File: src/rtl/preset_updown_counter.sv
// Bounded up/down counter with a DEPTH-entry preset register file; entry 0 holds the limit.
// Wrap or saturate at the 0..limit boundary, with a registered terminal-count flag and readback.
module preset_updown_counter #(
  parameter int W     = 8,
  parameter int DEPTH = 16,
  parameter int AW    = 4
) (
  input  logic          i_clk,
  input  logic          i_rst_sync,
  input  logic          i_we,
  input  logic [AW-1:0] i_adr,
  input  logic [W-1:0]  i_value,
  input  logic          i_load,
  input  logic          i_enable,
  input  logic          i_updown,
  input  logic          i_sat_mode,
  output logic [W-1:0]  o_out,
  output logic          o_tc,
  output logic [W-1:0]  o_rd_data
);

  localparam logic [W-1:0] ZERO = {W{1'b0}};
  localparam logic [W-1:0] ONES = {W{1'b1}};
  localparam logic [W-1:0] ONE  = {{(W-1){1'b0}}, 1'b1};

  logic [W-1:0] r_regs [DEPTH];
  logic [W-1:0] r_out;
  logic         r_tc;
  logic [W-1:0] r_rd_data;

  logic [W-1:0] w_limit;
  logic [W-1:0] w_src;
  logic [W-1:0] w_out_nxt;
  logic         w_tc_nxt;

  assign w_limit = r_regs[0];
  // A simultaneous write always targets the load address, so the bypass reduces to i_we.
  assign w_src   = i_we ? i_value : r_regs[i_adr];

  // Next counter value and boundary flag.
  always_comb begin
    w_out_nxt = r_out;
    w_tc_nxt  = 1'b0;
    if (i_load) begin
      if (w_src > w_limit) begin
        w_out_nxt = w_limit;
      end else begin
        w_out_nxt = w_src;
      end
    end else if (i_enable) begin
      if (i_updown) begin
        if (r_out < w_limit) begin
          w_out_nxt = r_out + ONE;
        end else begin
          w_out_nxt = i_sat_mode ? w_limit : ZERO;
          w_tc_nxt  = 1'b1;
        end
      end else begin
        // Limit lowered underneath the counter: snap back into range without a boundary event.
        if (r_out > w_limit) begin
          w_out_nxt = w_limit;
        end else if (r_out != ZERO) begin
          w_out_nxt = r_out - ONE;
        end else begin
          w_out_nxt = i_sat_mode ? ZERO : w_limit;
          w_tc_nxt  = 1'b1;
        end
      end
    end else begin
      w_out_nxt = r_out;
    end
  end

  // Preset register file.
  always_ff @(posedge i_clk) begin
    if (i_rst_sync) begin
      for (int i = 0; i < DEPTH; i++) begin
        r_regs[i] <= ZERO;
      end
      r_regs[0] <= ONES;
    end else if (i_we) begin
      r_regs[i_adr] <= i_value;
    end
  end

  // Counter, terminal-count flag and pre-write readback.
  always_ff @(posedge i_clk) begin
    if (i_rst_sync) begin
      r_out     <= ZERO;
      r_tc      <= 1'b0;
      r_rd_data <= ZERO;
    end else begin
      r_out     <= w_out_nxt;
      r_tc      <= w_tc_nxt;
      r_rd_data <= r_regs[i_adr];
    end
  end

  assign o_out     = r_out;
  assign o_tc      = r_tc;
  assign o_rd_data = r_rd_data;

endmodule

File: config.mk
export PLATFORM = sky130hd
export DESIGN_NAME = preset_updown_counter
export DESIGN_NICKNAME = d
export VERILOG_FILES = /design/src/rtl/preset_updown_counter.sv
export SDC_FILE = /design/constraint.sdc
export NUM_CORES = 1
export LEC_CHECK = 0
export CAP_MARGIN = 10
export CORE_UTILIZATION = 65
export DETAILED_ROUTE_END_ITERATION = 8
export PLACE_DENSITY = 0.85
export SYNTH_ARGS = -nofsm -noshare
export SYNTH_HDL_FRONTEND = slang
export SYNTH_SLANG_ARGS = --single-unit
File: constraint.sdc
create_clock -name i_clk -period 7.1 [get_ports i_clk]
set_input_delay 1.42 -clock i_clk [delete_from_list [all_inputs] [get_ports i_clk]]
set_output_delay 1.42 -clock i_clk [all_outputs]
set_load 0.01 [all_outputs]
## Word level (Yosys, flattened, before mapping)

Memories as Yosys holds them, arrays and structs flattened.
Cells that the tools add are included.

- Add/subtract/negate cells: 2
- Order comparisons: 3
- Multiplexer cells: 23
- Bitwise logic cells: 2
- Reduce and logical (&&, ||, !) cells: 4

Operator list:

| operator | number |
|---|---|
| $mux W8 | 12 |
| $gt A8 B8 Y1 | 2 |
| $mux W1 | 10 |
| $add A8 B1 Y8 const B | 1 |
| $lt A8 B8 Y1 | 1 |
| $reduce_bool A8 Y1 | 1 |
| $reduce_or A8 Y1 | 1 |
| $sub A8 B1 Y8 const B | 1 |
| $mux W4 | 1 |
| $reduce_or A3 Y1 | 1 |
| $reduce_bool A2 Y1 | 1 |
| $not A1 Y1 | 1 |
| $or A1 B1 Y1 | 1 |

- Register bits after elaboration: 17
- RAM bits: 128
- Bits of input ports: 19
- Output and inout port bits: 17
- Word-level logic and storage cells: 38
- Memories: 1

Memories:

| memory | words | width | read ports | clocked after memory_dff | write ports | RTL line | RTL |
|---|---|---|---|---|---|---|---|
| r_regs | 16 | 8 | 2 | 0 | 16 | 26 | `logic [W-1:0] r_regs [DEPTH];` |

## Longest topological paths before layout

Gate-level depths: netlist of the first run.

- Depth after elaboration: 6
- Mapped depth: 17
- Depth with buffers taken out: 13

## Worst setup path after synthesis of the first run

Ideal clock, no wire load.

- Kind: in2reg
- Start: in i_adr[3]
- End: reg r_out[7], in the netlist o_out[7]
- Setup time: 0.114 ns
- Data arrival time: 4.294 ns
- Required time: 6.986 ns
- Slack: 2.692 ns
- Stages: 16
- Buffers on the path: 3
- Cell sequence: buf_2 > buf_2 > buf_1 > mux4_2 > mux2i_1 > nand2_1 > o21ai_2 > o21ai_0 > ha_1 > nand4_1 > nand2b_1 > o22ai_1 > o31a_2 > a21oi_2 > o31ai_1 > a21bo_1

- Cells in the longest elaborated chain, start to end: 5

Ends and longest elaborated chain:

| element | RTL line | RTL |
|---|---|---|
| start: declaration | 11 | `input logic [AW-1:0] i_adr,` |
| $mem_v2 Z16 W8 (*) | - |  |
| $mux W8 (*) | 38 | `assign w_src = i_we ? i_value : r_regs[i_adr];` |
| $gt A8 B8 Y1 | 45 | `if (w_src > w_limit) begin` |
| $mux W8 (*) | 45 |  |
| $mux W8 (*) | 44 | `if (i_load) begin` |
| end signal: assignment | 93 | `r_out <= w_out_nxt;` |
| end: declaration | 27 | `logic [W-1:0] r_out;` |

Every way passes the cells marked *; elsewhere a longest branch is shown, timed or not.
A chain may end at the register's enable or synchronous reset.

## Final worst setup path of the first run

- Start: in i_adr[0]
- End: reg r_out[7], in the netlist o_out[7]

Same word-level chain as after synthesis.

==> run_results.csv, run 1 <==
group,metric,value,unit
status,status,"finished clean",
synth,synth_ff_type,"edfxtp_1",
timing,fin_crit_sh,75.1,%
timing,relSlewSlack,16.2,%
critical_path,critical_path_class,"input port to register",
critical_path,end_kind,"register",
timing,setup_tns,0,ps
global_routing,grt_pass1_wl,28.0,mm
min_path,min_to,"o_out[1]",
floorplan,ios,36,
synth,synth_top_family_by_area,"simple AND/OR/NAND/NOR gates",
critical_path,r2r_start,"r_regs[0][1]",
cts,cts.htree.levels,4,
floorplan,start_util,66.9,%
pwr,pwr-share-seq,47.0,%
floorplan,core_area,11500,µm²
synth,synth_cells,616,
synth,ys_types,52,
layout,diodes,0,
layout,final_nets,683,
pwr,ir_drop,212,µV
timing,rsz0062_at_grt,"no",
pwr,p_sw_share,25.9,%
synth,synthSimpleGateAreaFrac,17.7,%
route,drtPass1Iterations,5,
cts,cts_max_path_buffers,2,
critical_path,crit_fanout,24,
placed_design,post_dp_cell_area,8070,µm²
cts,cts_hold_buffers,0,
critical_path,startpoint_type,"input port",
route,vias_per_cell,6.42,
placed_design,gp_congestion,0.903,
critical_path,rr_endpoint,"o_out[0]",
synth,synth_enable_flop_cells,128,
timing,fin_skew,18.0,ps
critical_path,arrival,5630,ps
timing,hold_violations,0,
critical_path,rr_worst_depth,13,
cts,postCtsResizedCells,0,
floorplan,num_rows,39,
cts,clockRootBuffer,"clkbuf_16",
synth,synth_xor_area_share,1.37,%
floorplan,dieWidth,111,µm
critical_path,critPathRequiredTime,7410,ps
cts,clock_latency,420,ps
flow_run,max_cap_viol_count,0,
synth,syn_nets,654,
pwr,power.density,252,nW/µm²
route,drt-initial-drc-count,476,
floorplan,dieArea,12200,µm²
synth,yosys_warnings,0,
route,wirelength,17.9,mm
timing,worstMarginPinSlew,1240,ps
pwr,power_frac_comb,15.4,%
min_path,min_from,"r_regs[0][1]",
cts,post_cts_buffers,0,
global_routing,grt_pass1_vias,5025,
synth,synthAdderAreaFrac,3.10,%
timing,setup_viol_count_final,0,
pwr,p_leak,3.18,nW
cts,cts-buffers-inserted,17,
pwr,switchingPower,0.000565,W
synth,synth_seq_area_share,54.5,%
min_path,hold_path.class,"register to register",
timing,max_freq,0.188,GHz
timing,slew_violations,0,
critical_path,rrSetupSlack,3450,ps
global_routing,grt_antenna_before_repair,0,
route,wl_per_cell,22.4,µm
route,final_antenna_net_count,0,
route,drcViolationCount,0,
min_path,min_path_cells,2,
global_routing,grt_max_degree,36,
cts,clock-sinks,145,
pwr,p_int,0.00161,W
synth,synth_compound_area_share,8.19,%
synth,asyncSetResetFlopFracSynth,0,%
synth,yosys-mux-area-fraction,12.0,%
cts,cts_tree,"yes",
cts,clk_pin_slew,60,ps
timing,min_period,5330,ps
synth,synth.avg_cell_area,12.5,µm²
placed_design,io_buffer_count,35,
synth,synth-seq-cells,145,
placed_design,dp_hpwl,12.5,mm
global_routing,overflow,0,
layout,synthToLayoutAreaGrowth,12.6,%
layout,post_route_cells_drive_above_1_share,14.4,%
layout,fin_util,75.3,%
pwr,clkPwrFrac,37.5,%
floorplan,dieHeight,111,µm
synth,syn_area,7670,µm²
layout,final_area,8640,µm²
global_routing,grt_use_total,30.9,%
route,vias,5139,
[cell type report]
| type | count | area, µm² |
|---|---|---|
| inverter | 14 | 52.6 |
| clock inverter | 9 | 57.6 |
| tap | 143 | 179 |
| multi-input combinational | 421 | 3250 |
| timing repair buffer | 46 | 423 |
| fill | 744 | 2830 |
| clock buffer | 23 | 489 |
| sequential | 145 | 4180 |
[worst max-delay path by stage]
stage / start / endpoint / slack (ps)
after floorplan: i_adr[3] / o_out[7] / 2690
after global placement: i_adr[0] / o_out[1] / 1510
after detailed placement: i_adr[0] / o_out[7] / 1360
after CTS: i_adr[0] / o_out[7] / 1800
after global routing: i_adr[0] / o_out[7] / 1460
final: i_adr[0] / o_out[7] / 1770
[flip-flops by register name (all words and copies together) (netlist names)]
| register | cells |
|---|---|
| r_regs | 128 |
| o_out | 8 |
| o_rd_data | 8 |
| o_tc | 1 |
[per-stage QoR]
| step | total power, W | hold slack [ps] | instances | setup slack [ps] |
|---|---|---|---|---|
| 5_1_grt | 0.00225 | 735 | 801 | 1460 |
| 2_1_floorplan | 0.00125 | 583 | 616 | 2690 |
| 4_1_cts | 0.00218 | 688 | 798 | 1800 |
| 3_3_place_gp | 0.00136 | 656 | 766 | 1510 |
| 6_report | 0.00218 | 699 | 801 | 1770 |
| 3_5_place_dp | 0.00137 | 676 | 766 | 1360 |
[cells in the mapped netlist (all sizes together), types with 13 or more instances]
master,n,area [µm²]
edfxtp,128,3840
inv,13,48.8
nor2,40,153
clkbuf,21,78.8
o21ai,39,218
buf,15,103
a21oi,14,73.8
nand2,30,113
dfxtp,17,340
ha,19,238
and2,121,757
mux4,32,732
[logic make-up after synthesis]
family | count (synthesis)
AND/OR/NAND/NOR | 247
flip-flops | 145
AO/OA/AOI/OAI | 93
buffers and inverters | 50
multiplexers | 50
adder cells (fa/ha/maj) | 19
XOR/XNOR | 12
[layer usage]
layer | up-vias | global-route usage (%) | part of all wire (%)
met5 | - | 0 | 0
met4 | 0 | 14.1 | 3.4
met3 | 36 | 6.42 | 8.0
met2 | 263 | 47.3 | 48
met1 | 2502 | 43.0 | 41
li1 | 2338 | - | -
[cell usage in the layout, fill, tap and decap left out, drive strengths merged, types with 3 or more instances in the layout]
cell | Yosys | layout
o22ai | 3 | 3
nor2 | 40 | 40
o311ai | 3 | 3
dfxtp | 17 | 17
nand2 | 30 | 30
mux2i | 12 | 12
clkbuf | 21 | 24
o21a | 3 | 3
xor2 | 8 | 8
nand4 | 6 | 6
and3 | 3 | 3
a211oi | 5 | 5
o31ai | 4 | 4
nor3 | 10 | 10
mux4 | 32 | 32
buf | 15 | 11
a21oi | 14 | 14
or3 | 5 | 5
clkinv | 1 | 8
or2 | 12 | 12
mux2 | 6 | 6
edfxtp | 128 | 128
xnor2 | 4 | 4
o21ai | 39 | 39
nor2b | 4 | 4
nand2b | 3 | 3
clkdlybuf4s50 | 0 | 34
a221oi | 8 | 8
and2 | 121 | 121
ha | 19 | 19
nand3 | 9 | 9
inv | 13 | 14
[critical path, stage by stage]
cell	delay, ps
clkdlybuf4s50_1	1220
mux4_2	620
a22o_1	210
a221oi_1	280
o21ai_0	170
ha_1	360
nand4_1	100
nand2b_1	160
o22ai_1	150
buf_4	230
o31a_2	220
a21oi_2	40
o31ai_1	220
a21bo_1	220
[power by group through the flow]
stage | registers, W | logic, W | clock network (W)
2_1_floorplan | 0.00102 | 0.000224 | 0
3_3_place_gp | 0.00104 | 0.000322 | 0
3_5_place_dp | 0.00104 | 0.000330 | 0
4_1_cts | 0.00102 | 0.000331 | 0.000822
5_1_grt | 0.00103 | 0.000362 | 0.000861
6_report | 0.00102 | 0.000336 | 0.000817
No activity file was read; power rests on OpenSTA's default activity.
==> inputs of run 2 (changes only) <==
Settings changed: CORE_UTILIZATION 65 to 55, PLACE_DENSITY 0.85 to 0.77.
Clock period 7.1 ns to 4.4 ns, I/O delays scaled along.
==> run 2 against run 1 <==
Count of clock-buffer cells in the layout rose by 5; final cell count rose by 8.0%; routed wire length rose by 2.6%; die area rose by 18%; setup slack got worse by 1400 ps; final area rose by 3.9%; critical path depth rose by 2; total power rose by 64%.
==> run_results.csv, run 2 (synthesis gave the netlist of run 1 again) <==
group,metric,value,unit
layout,synthToLayoutAreaGrowth,17.0,%
global_routing,grt_use_total,27.4,%
global_routing,grt_max_degree,25,
timing,rsz0062_at_grt,"no",
timing,setup_tns,0,ps
timing,min_period,4030,ps
pwr,clkPwrFrac,37.7,%
route,final_antenna_net_count,0,
floorplan,dieWidth,120,µm
floorplan,core_area,13400,µm²
cts,clock_latency,420,ps
route,wl_per_cell,21.3,µm
placed_design,io_buffer_count,35,
cts,clockRootBuffer,"clkbuf_16",
timing,slew_violations,0,
layout,largest_reg_flops,128,
layout,final_cell_mix,"edfxtp_1, and2_1, nor2_1",
min_path,min_from,"r_regs[0][1]",
timing,fin_skew,10.2,ps
cts,cts_tree,"yes",
cts,postCtsResizedCells,0,
cts,clock-sinks,145,
layout,final_nets,714,
layout,multi_input_area,3250,µm²
pwr,p_leak,3.36,nW
min_path,min_to,"o_out[1]",
pwr,switchingPower,0.000904,W
layout,final.fill_count,963,
pwr,p_sw_share,25.3,%
route,wirelength,18.4,mm
critical_path,r2r_start,"r_regs[0][6]",
critical_path,rrSetupSlack,950,ps
cts,post_cts_buffers,0,
placed_design,place_ws,-52.6,ps
timing,fin_ws,369,ps
route,drtPass1Iterations,5,
timing,hold_violations,0,
status,status,"finished clean",
critical_path,path_cells,"clkdlybuf4s50_1, buf_4, buf_4, mux4_2, a221oi_1, o21ai_0, ha_1, o21a_1, a21oi_1, o22ai_1, buf_4, buf_4, nand3_1, o31ai_1, o21ai_0, o21ai_0",
pwr,power_frac_comb,16.1,%
global_routing,overflow,0,
critical_path,startpoint_type,"input port",
critical_path,end_kind,"register",
global_routing,grt_antenna_before_repair,0,
placed_design,dp_hpwl,12.9,mm
pwr,power.density,398,nW/µm²
flow_run,max_cap_viol_count,0,
cts,cts_hold_buffers,0,
cts,cts-buffers-inserted,17,
floorplan,ios,36,
critical_path,rr_endpoint,"o_out[3]",
floorplan,dieHeight,120,µm
route,wl_met3,1.64,mm
cts,cts.htree.levels,4,
floorplan,dieArea,14400,µm²
floorplan,num_rows,42,
route,drt-initial-drc-count,620,
global_routing,grt_pass1_wl,29.0,mm
timing,worstMarginPinSlew,731,ps
route,drcViolationCount,0,
timing,relSlewSlack,50.7,%
layout,largest_register,"r_regs",
cts,cts_max_path_buffers,2,
layout,seqCellArea,4180,µm²
pwr,p_int,0.00267,W
critical_path,path_common_cell,"buf_4",
layout,diodes,0,
pwr,ir_drop,332,µV
placed_design,gp_congestion,0.930,
timing,fin_crit_sh,91.6,%
critical_path,cpMaxStageDelayCell,"mux4_2",
route,vias,5341,
critical_path,critPathRequiredTime,4690,ps
critical_path,arrival,4320,ps
critical_path,rr_worst_depth,14,
pwr,pwr-share-seq,46.2,%
global_routing,grt_pass1_vias,5236,
route,wl_met1,7.61,mm
floorplan,start_util,57.2,%
layout,final_common_cell,"edfxtp_1",
layout,post_route_cells_drive_above_1_share,17.9,%
route,dr_wl_met2,8.55,mm
route,vias_per_cell,6.17,
critical_path,critical_path_class,"input port to register",
critical_path,crit_fanout,8,
timing,setup_viol_count_final,0,
min_path,min_path_cells,2,
route,dr.max_layer_used,"met4",
cts,clk_pin_slew,60,ps
critical_path,worst_path_largest_cell_delay,490,ps
min_path,hold_path.class,"register to register",
timing,max_freq,0.248,GHz
[run 2: cell types whose count changed in the layout (fill, tap and decap cells not counted), sizes merged]
| cell | previous run | this run |
|---|---|---|
| buf | 11 | 43 |
| clkbuf | 24 | 28 |
| clkinv | 8 | 5 |
| clkinvlp | 1 | 0 |
| inv | 14 | 13 |
[run 2: per-stage QoR]
stage | instance area [µm²] | power [W] | cells | utilization [%] | hold WS [ps]
after detailed placement | 8420 | 0.00224 | 833 | 62.8 | 682
after CTS | 8970 | 0.00357 | 865 | 67.0 | 697
after global routing | 8970 | 0.00369 | 865 | 67.0 | 744
after global placement | 8420 | 0.00222 | 833 | 62.8 | 662
after floorplan | 7670 | 0.00201 | 616 | - | 583
final | 8970 | 0.00357 | 865 | 67.0 | 707
[run 2: power by group through the flow]
stage / clock network [W] / logic, W / registers [W]
after floorplan: 0 / 0.000361 / 0.00165
after global placement: 0 / 0.000548 / 0.00167
after detailed placement: 0 / 0.000563 / 0.00168
after CTS: 0.00136 / 0.000567 / 0.00165
after global routing: 0.00141 / 0.000618 / 0.00166
final: 0.00135 / 0.000574 / 0.00165
[run 2: layout make-up]
class,instances,area share [%]
multi-input combinational,421,36.3
sequential,145,46.6
tap,176,2.45
clock inverter,4,0.265
inverter,14,0.586
clock buffer,28,5.90
timing repair buffer,77,7.92
[run 2: layer usage]
| metal | global-route usage, % | vias to the layer above |
|---|---|---|
| met5 | 0 | - |
| met4 | 13.0 | 0 |
| met3 | 7.32 | 47 |
| met2 | 42.0 | 283 |
| met1 | 36.4 | 2616 |
| li1 | - | 2395 |
[run 2: worst max-delay path: cells and delay by family]
kind,cells,cell delay [ps]
AOI/OAI and AO/OA,8,1420
adders and majority gates,1,340
buffers and inverters,5,1100
and+or+nand+nor,1,80
muxes,1,490
[run 2: worst max-delay path by stage]
stage                   from        to  cells after the start
global placement    i_adr[0]  o_out[2]                     16
floorplan           i_adr[3]  o_out[7]                     16
finish              i_adr[0]  o_out[3]                     16
global route        i_adr[0]  o_out[2]                     16
CTS                 i_adr[0]  o_out[3]                     16
detailed placement  i_adr[0]  o_out[3]                     17
